## config.mk

```make
export PLATFORM = sky130hd
export DESIGN_NAME = logicnet_input_quantizer
export DESIGN_NICKNAME = d
export VERILOG_FILES = /design/src/rtl/logicnet_pkg.sv /design/src/rtl/feature_quantizer.sv /design/src/rtl/logicnet_input_quantizer.sv
export SDC_FILE = /design/constraint.sdc
export NUM_CORES = 1
export LEC_CHECK = 0
export CAP_MARGIN = 20
export CORE_ASPECT_RATIO = 0.7
export CORE_MARGIN = 2
export CORE_UTILIZATION = 52
export CTS_BUF_LIST = sky130_fd_sc_hd__clkbuf_4 sky130_fd_sc_hd__clkbuf_8
export CTS_CLUSTER_SIZE = 25
export DETAILED_ROUTE_END_ITERATION = 16
export PLACE_DENSITY = 0.7
export SKIP_CTS_REPAIR_TIMING = 1
export SLEW_MARGIN = 15
export SYNTH_ARGS = -nofsm -noshare
export SYNTH_HDL_FRONTEND = slang
export SYNTH_SLANG_ARGS = --single-unit
```

## constraint.sdc

```tcl
create_clock -name clk -period 6.1 [get_ports clk]
set_input_delay 0.61 -clock clk [delete_from_list [all_inputs] [get_ports clk]]
set_output_delay 0.61 -clock clk [all_outputs]
set_load 0.05 [all_outputs]
```

## src/rtl/logicnet_pkg.sv

```systemverilog
// Shared types and constants for the LogicNet input front-end.
// The threshold reset helper returns 64 bits; callers truncate to their feature width.
package logicnet_pkg;
  typedef enum logic [1:0] {COLLECT = 2'd0, HOLD = 2'd1, DRAIN = 2'd2} state_e;

  localparam int QBITS   = 2;
  localparam int NUM_THR = 3;

  // Default thresholds sit at 1/4, 2/4 and 3/4 of full scale.
  function automatic logic [63:0] thr_rst_val(input int feat_w, input int j);
    return 64'(j + 1) << (feat_w - 2);
  endfunction
endpackage

```

## src/rtl/feature_quantizer.sv

```systemverilog
// Combinational 2-bit quantizer: counts how many thresholds the word meets or exceeds.
// The count does not depend on the order of the thresholds.
module feature_quantizer
  import logicnet_pkg::*;
#(
  parameter int FEAT_W = 16
) (
  input  logic [FEAT_W-1:0]              data,
  input  logic [NUM_THR-1:0][FEAT_W-1:0] thr,
  output logic [QBITS-1:0]               code
);
  always_comb begin
    code = '0;
    for (int j = 0; j < NUM_THR; j++)
      if (data >= thr[j]) code = code + QBITS'(1);
  end
endmodule

```

## src/rtl/logicnet_input_quantizer.sv

```systemverilog
// Quantizes a stream of raw features into 2-bit codes and packs each sample into
// a layer-0 vector; the assembly register plus the output register form a double buffer.
module logicnet_input_quantizer
  import logicnet_pkg::*;
#(
  parameter int NUM_FEATURES = 16,
  parameter int FEAT_W       = 16,
  parameter int THR_IDX_W    = $clog2(3*NUM_FEATURES)
) (
  input  logic                      clk,
  input  logic                      rst_n,
  input  logic                      thr_wr_en,
  input  logic [THR_IDX_W-1:0]      thr_wr_idx,
  input  logic [FEAT_W-1:0]         thr_wr_data,
  input  logic                      in_valid,
  output logic                      in_ready,
  input  logic [FEAT_W-1:0]         in_data,
  input  logic                      in_last,
  output logic                      out_valid,
  input  logic                      out_ready,
  output logic [2*NUM_FEATURES-1:0] out_vec,
  output logic                      err_len
);
  localparam int IDX_W = $clog2(NUM_FEATURES);
  localparam int VEC_W = QBITS*NUM_FEATURES;
  localparam logic [IDX_W-1:0] LAST_IDX = IDX_W'(NUM_FEATURES-1);

  logic [NUM_FEATURES-1:0][NUM_THR-1:0][FEAT_W-1:0] thr_q, thr_d;
  state_e            state_q, state_d;
  logic [IDX_W-1:0]  idx_q, idx_d;
  logic [VEC_W-1:0]  asm_q, asm_d, asm_new;
  logic [VEC_W-1:0]  out_vec_q, out_vec_d;
  logic              out_valid_q, out_valid_d;
  logic              err_q, err_d;
  logic [QBITS-1:0]  code;
  logic              acc, out_free;

  feature_quantizer #(.FEAT_W(FEAT_W)) u_quant (
    .data (in_data),
    .thr  (thr_q[idx_q]),
    .code (code)
  );

  // Out-of-range indices match no slot and are therefore ignored.
  always_comb begin
    thr_d = thr_q;
    if (thr_wr_en)
      for (int f = 0; f < NUM_FEATURES; f++)
        for (int j = 0; j < NUM_THR; j++)
          if (thr_wr_idx == THR_IDX_W'(NUM_THR*f + j)) thr_d[f][j] = thr_wr_data;
  end

  always_comb begin
    asm_new = asm_q;
    for (int i = 0; i < NUM_FEATURES; i++)
      if (idx_q == IDX_W'(i)) asm_new[i*QBITS +: QBITS] = code;
  end

  assign in_ready = (state_q != HOLD);
  assign acc      = in_valid && in_ready;
  // Output register can take a new vector if empty or being drained this cycle.
  assign out_free = !out_valid_q || out_ready;

  always_comb begin
    state_d     = state_q;
    idx_d       = idx_q;
    asm_d       = asm_q;
    out_vec_d   = out_vec_q;
    out_valid_d = out_valid_q && !out_ready;
    err_d       = 1'b0;
    case (state_q)
      COLLECT: if (acc) begin
        if (idx_q == LAST_IDX) begin
          idx_d = '0;
          if (!in_last) begin
            err_d   = 1'b1;
            state_d = DRAIN;
          end else if (out_free) begin
            out_vec_d   = asm_new;
            out_valid_d = 1'b1;
          end else begin
            asm_d   = asm_new;
            state_d = HOLD;
          end
        end else if (in_last) begin
          err_d = 1'b1;
          idx_d = '0;
        end else begin
          asm_d = asm_new;
          idx_d = idx_q + IDX_W'(1);
        end
      end
      HOLD: if (out_free) begin
        out_vec_d   = asm_q;
        out_valid_d = 1'b1;
        state_d     = COLLECT;
      end
      DRAIN: if (acc && in_last) state_d = COLLECT;
      default: state_d = COLLECT;
    endcase
  end

  always_ff @(posedge clk or negedge rst_n) begin
    if (!rst_n) begin
      state_q     <= COLLECT;
      idx_q       <= '0;
      asm_q       <= '0;
      out_vec_q   <= '0;
      out_valid_q <= 1'b0;
      err_q       <= 1'b0;
      for (int f = 0; f < NUM_FEATURES; f++)
        for (int j = 0; j < NUM_THR; j++)
          thr_q[f][j] <= FEAT_W'(thr_rst_val(FEAT_W, j));
    end else begin
      state_q     <= state_d;
      idx_q       <= idx_d;
      asm_q       <= asm_d;
      out_vec_q   <= out_vec_d;
      out_valid_q <= out_valid_d;
      err_q       <= err_d;
      thr_q       <= thr_d;
    end
  end

  assign out_vec   = out_vec_q;
  assign out_valid = out_valid_q;
  assign err_len   = err_q;
endmodule
```

== After elaboration in Yosys (flattened, before gate mapping) ==
Cells that the tools add are included.

* Bits of input ports: 44
* Output and inout port bits: 35
* Word-level logic and storage cells: 248
* Register bits: 840

* Order comparisons: 4
* Multiplexer cells: 50
* Add/sub/neg operators: 3
* Reduce and logical (&&, ||, !) cells: 62
* Equal/unequal tests: 75

{| class="wikitable"
|+ Operators with widths
! kind !! count
|-
| two-way mux 32 bit || 9
|-
| binary-select mux 48 bit (select 4 bit) || 1
|-
| AND reduction 2 bit || 49
|-
| equality test 6 x 5 -> 1 bit, second input constant || 16
|-
| equality test 6 bit, second input constant || 16
|-
| one-hot mux 32 bit (2 select lines) || 1
|-
| equality test 6 x 4 -> 1 bit, second input constant || 8
|-
| greater-or-equal comparator 16 bit || 3
|-
| two-way mux 2 bit || 24
|-
| two-way mux 48 bit || 1
|-
| equality test 4 bit, second input constant || 8
|-
| equality test 6 x 3 -> 1 bit, second input constant || 4
|-
| equality test 4 x 3 -> 1 bit, second input constant || 4
|-
| != test 2 bit, second input constant || 8
|-
| equality test 6 x 2 -> 1 bit, second input constant || 2
|-
| two-way mux 1 bit || 10
|-
| AND reduction 5 bit || 2
|-
| equality test 4 x 2 -> 1 bit, second input constant || 2
|-
| two-way mux 4 bit || 2
|-
| equality test 6 x 1 -> 1 bit, second input constant || 1
|-
| zero test 6 bit || 1
|-
| one-hot mux 2 bit (3 select lines) || 1
|-
| AND reduction 6 bit || 1
|-
| less-than comparator 4 x 5 -> 1 bit, second input constant || 1
|-
| other kinds (15) || 19
|}

== Longest topological paths before layout ==
* Depth in word-level cells: 14
* Gate-level depth with buffers: 17
* Gate-level depth less buffers: 14

== Cells and area by module ==
Synthesis repeated with hierarchy kept, for this count alone.

* Cells, all modules: 2581
* Area total of the unflattened synthesis: 39369.0 µm²

{| class="wikitable"
|+ By module, submodules not included
! module !! sequential area each (µm²) !! cells an instance !! area an instance (µm²) !! instances
|-
| logicnet_input_quantizer || 21100.2 || 2414 || 38122.8 || 1
|-
| feature_quantizer || 0.0 || 167 || 1246.2 || 1
|}

== Least setup slack after synthesis ==
Ideal clock, no wire load.

* Path type: reg-to-reg
* Start point: register idx_q[0]
* End point: register asm_q[26]
* Stages on the path, launching flop included: 18
* Slack: 1.592 ns
* Library setup time: 0.129 ns
* Path buffers: 4
* Data arrival time: 4.378 ns
* Required time: 5.971 ns
* Period minus slack after synthesis: 4.508 ns
* Path through: dfrtp_1 -> clkbuf_1 -> buf_2 -> buf_2 -> mux4_2 -> mux4_2 -> inv_1 -> ha_1 -> a21o_1 -> a21o_1 -> a211o_1 -> a221oi_1 -> o21ai_0 -> ha_1 -> clkinv_1 -> clkbuf_1 -> o211ai_1 -> nand3_1

* Longest elaborated chain between the ends: 12
* Elaborated cells between the ends (all ways): 21
* Those cells by class: add/sub: 2; order compare: 3; eq/ne: 5; mux: 10; reduce/logical: 1

{| class="wikitable"
|+ RTL lines
! item !! line !! source
|-
| start: declaration || logicnet_input_quantizer.sv:30 || <nowiki>logic [IDX_W-1:0] idx_q, idx_d;</nowiki>
|-
| start signal: assignment || logicnet_input_quantizer.sv:116 || <nowiki>idx_q <= idx_d;</nowiki>
|-
| binary-select mux 48 bit (select 4 bit) || logicnet_input_quantizer.sv:40 || <nowiki>.thr (thr_q[idx_q]),</nowiki>
|-
| two-way mux 48 bit (implied by the code) || logicnet_input_quantizer.sv:40 ||
|-
| greater-or-equal comparator 16 bit || feature_quantizer.sv:15 || <nowiki>if (data >= thr[j]) code = code + QBITS'(1);</nowiki>
|-
| two-way mux 1 bit || feature_quantizer.sv:15 ||
|-
| adder 1 x 1 -> 2 bit || feature_quantizer.sv:15 ||
|-
| two-way mux 2 bit || feature_quantizer.sv:15 ||
|-
| adder 2 x 1 -> 2 bit || feature_quantizer.sv:15 ||
|-
| two-way mux 2 bit || feature_quantizer.sv:15 ||
|-
| two-way mux 2 bit || logicnet_input_quantizer.sv:56 || <nowiki>if (idx_q == IDX_W'(i)) asm_new[i*QBITS +: QBITS] = code;</nowiki>
|-
| two-way mux 32 bit || logicnet_input_quantizer.sv:78 || <nowiki>end else if (out_free) begin</nowiki>
|-
| two-way mux 32 bit || logicnet_input_quantizer.sv:75 || <nowiki>if (!in_last) begin</nowiki>
|-
| two-way mux 32 bit || logicnet_input_quantizer.sv:73 || <nowiki>if (idx_q == LAST_IDX) begin</nowiki>
|-
| end signal: assignment || logicnet_input_quantizer.sv:117 || <nowiki>asm_q <= asm_d;</nowiki>
|-
| end: declaration || logicnet_input_quantizer.sv:31 || <nowiki>logic [VEC_W-1:0] asm_q, asm_d, asm_new;</nowiki>
|}

Several ways; a longest one is shown, not always the timed one. The select of a mux whose other input is x is not followed.
A chain may end at the register's enable or synchronous reset.

== Final worst setup path ==
* Start point: register idx_q[0]
* End point: register out_vec_q[24], in the netlist out_vec[24]

* Longest elaborated chain between the ends: 14
* Elaborated cells between the ends (all ways): 20
* Those cells by class: add/sub: 2; order compare: 3; eq/ne: 3; mux: 11; reduce/logical: 1

{| class="wikitable"
|+ RTL lines
! item !! line !! source
|-
| binary-select mux 48 bit (select 4 bit) || logicnet_input_quantizer.sv:40 ||
|-
| two-way mux 48 bit (implied by the code) || logicnet_input_quantizer.sv:40 ||
|-
| greater-or-equal comparator 16 bit || feature_quantizer.sv:15 ||
|-
| two-way mux 1 bit || feature_quantizer.sv:15 ||
|-
| adder 1 x 1 -> 2 bit || feature_quantizer.sv:15 ||
|-
| two-way mux 2 bit || feature_quantizer.sv:15 ||
|-
| adder 2 x 1 -> 2 bit || feature_quantizer.sv:15 ||
|-
| two-way mux 2 bit || feature_quantizer.sv:15 ||
|-
| two-way mux 2 bit || logicnet_input_quantizer.sv:56 ||
|-
| two-way mux 32 bit || logicnet_input_quantizer.sv:78 ||
|-
| two-way mux 32 bit || logicnet_input_quantizer.sv:75 ||
|-
| two-way mux 32 bit || logicnet_input_quantizer.sv:73 ||
|-
| two-way mux 32 bit || logicnet_input_quantizer.sv:72 || <nowiki>COLLECT: if (acc) begin</nowiki>
|-
| one-hot mux 32 bit (2 select lines) || logicnet_input_quantizer.sv:71 || <nowiki>case (state_q)</nowiki>
|-
| end signal: assignment || logicnet_input_quantizer.sv:118 || <nowiki>out_vec_q <= out_vec_d;</nowiki>
|-
| end: declaration || logicnet_input_quantizer.sv:32 || <nowiki>logic [VEC_W-1:0] out_vec_q, out_vec_d;</nowiki>
|}

Several ways; a longest one is shown, not always the timed one. The select of a mux whose other input is x is not followed.

==> results.cfg <==
[outcome]
outcome = finished, final reports clean

[cts]
clkTransAtPathRegs_ns = 0.06
cts_buffers = 130
root_buffer = clkbuf_8
clock-sinks = 840
clk_latency_ns = 0.80
cts_max_level = 4
clk_path_buf_depth = 3
cts_tree = yes

[sta]
setup_ws_ns = 0.627
finalHoldViolations = 0
tightest_slew_ns = 1.20
fin_crit_sh = 0.897
max_slew_margin = 0.200
rsz0062_at_grt = false
finClkSkew_ns = 0.0323
fmax_mhz = 183
min_period_ns = 5.47
hold_ws_ns = 0.443
finalMaxSlewViolations = 0
setup_viol = 0
setup_tns_ns = 0

[routing]
routedWlPerCell_um = 26.5
drt_iter0_drc = 2250
drc = 0
ant_nets = 0
avgViaCountPerCell = 6.21
wl_um = 100000
vias = 23499
firstDrtPassIters = 8

[logic_synthesis]
ys_types = 52
syn_nets = 2721
synthSimpleGateAreaFrac = 0.0360
synth_top_family_by_area = multiplexers
syn_avg_cell_area_um2 = 15.0
ys_dominant_reg_cell = dfrtp_1
synth_top_area_cell = dfrtp_1
yosys_warnings = 0
syn_inst = 2622
synthMuxAreaShare = 0.358
synth_top_area_share = 0.494
synthAdderAreaFrac = 0.0175
netlist_area_mm2 = 0.0393
ys_top_cells_by_area = dfrtp_1, mux2_2, mux4_2
synth-seq-area-share = 0.537
synth_edf_count = 0
yosysMostFrequentCell = dfrtp_1
synthTopCellsByCount = dfrtp_1, mux2_2, mux4_2
synth-xor-area-share = 0
ys_seq_elements = 840
synth-compound-area-share = 0.0223
synthArstFlopShare = 1.00

[placement]
dpl.cell_count = 3545
place.gp.congestion = 0.880
postPlaceCellArea_mm2 = 0.0413
dp_hpwl_um = 61900
port_buffers = 78
pre_cts_ws_ns = 0.656

[worst_setup_path]
path_cells = buf_4 > mux4_2 > mux4_2 > ha_1 > nand2b_1 > a21oi_1 > o21ai_0 > a221oi_1 > o21ai_0 > ha_1 > clkinv_1 > nor2_1 > nand4_1 > nand3_1
slowest_delay_ns = 0.93
cp_slowest_cell = dfrtp_4
worstPathRequired_ns = 6.82
critical_path_peak_fanout = 37
worst_setup_path_start_kind = flip-flop
cp_data_arrival_time_ns = 6.19
path_class = flip-flop to flip-flop
r2r_cells = 14
cp-end-kind = flip-flop

[global_routing]
grt_use_met2 = 0.406
grtUsageMet3 = 0.0542
grt_first_pass_wirelength_um = 154000
grt_pass1_vias = 24568
grt_max_degree = 169
grtUsageTotal = 0.265
grt_overflow = 0
busiest_layer = met2
antenna_found_initial = 2
met1_usage = 0.382

[power_and_ir_drop]
pwr-share-clk = 0.351
p_comb_frac = 0.172
p_switching_uw = 3820
power.density_mw_per_mm2 = 321
swShare = 0.269
p_leak_uw = 0.0200
internal_power_uw = 10400
power_frac_seq = 0.477
ir_drop_mv = 0.195

[die]
io_pins = 79
die-height_um = 234
num_rows = 84
initial_core_util = 0.524
die-area_mm2 = 0.0778
die_width_um = 333
core_mm2 = 0.0749

[final_layout]
fin_cells = 3787
final_area_mm2 = 0.0441
fin_nets = 2790
layout-drive-gt1-share = 0.510
syn2layout_area_growth_pct = 12.2

[worst_hold_path]
hp-class = primary input to async pin

[job]
maxCapViolCount = 0
[power groups by stage]
stage | registers, µW | clock network [µW] | logic, µW
CTS | 6750 | 5100 | 2430
finish | 6760 | 4980 | 2430
detailed placement | 6850 | 0 | 2430
global placement | 6790 | 0 | 2330
floorplan | 6650 | 0 | 1790
global route | 6840 | 5360 | 2630
[cells in the final DEF, fill, tap and decap left out, drive strengths merged, types with 12 or more instances in the layout]
| master | synthesis | layout |
|---|---|---|
| nand2 | 73 | 73 |
| a21oi | 17 | 17 |
| clkdlybuf4s50 | 0 | 74 |
| dfrtp | 776 | 776 |
| buf | 46 | 88 |
| mux4 | 240 | 240 |
| clkinv | 1 | 15 |
| nand3 | 64 | 64 |
| inv | 62 | 68 |
| dfstp | 64 | 64 |
| mux2 | 768 | 768 |
| o211ai | 22 | 22 |
| clkbuf | 180 | 214 |
| ha | 55 | 55 |
| nor2 | 82 | 82 |
| nand2b | 12 | 12 |
| a31oi | 37 | 37 |
| o21ai | 27 | 27 |
| nand4 | 25 | 25 |
[cell type report]
cell class	instances	area (µm²)
Fill cell	5616	30800
Sequential cell	840	21100
Multi-Input combinational cell	1493	17100
Clock buffer	214	2630
Timing Repair Buffer	163	1640
Tap cell	989	1240
Inverter	63	236
Clock inverter	23	148
Antenna cell	2	5.00
[routing by layer]
layer	part of all wire	vias to the layer above
met3	0.064	164
met2	0.46	759
met1	0.45	12705
met4	0.021	2
met5	0.00012	-
li1	-	9869
[per-stage QoR]
stage,power [µW],util
final,14200,0.588
after global routing,14800,0.588
after CTS,14300,0.588
after detailed placement,9270,0.551
after global placement,9120,0.549
after floorplan,8440,-
[flip-flops by register name (all words and copies together) (netlist names)]
register,cells
thr_q,768
err_len,1
out_valid,1
idx_q,4
out_vec,32
state_q,2
asm_q,32
[logic make-up after synthesis]
family                   count (synthesis)
AND/OR/NAND/NOR                        294
multiplexers                          1011
AO/OA/AOI/OAI                          133
adder cells (fa/ha/maj)                 55
buffers and inverters                  289
flip-flops                             840
[final timing paths]
check	start	endpoint	slack, ns
worst max-delay path	idx_q[0]	out_vec[24]	0.63
worst min-delay path	rst_n	out_vec[5]	0.44
worst max register to register	idx_q[0]	out_vec[24]	0.63
worst min register to register	out_vec[8]	out_vec[8]	0.47
max in group asynchronous	rst_n	thr_q[651]	4.15
min in group clk	out_vec[8]	out_vec[8]	0.47
[worst max-delay path, delay by kind of cell (launching register included)]
kind / cells / cell delay [ns]
AND/OR/NAND/NOR: 4 / 0.69
multiplexers: 2 / 0.99
buffers and inverters: 2 / 0.94
AO/OA/AOI/OAI: 4 / 1.12
adder cells (fa/ha/maj): 2 / 0.67
flip-flops: 1 / 0.93
Note: power is estimated with default switching activity, not from simulation.
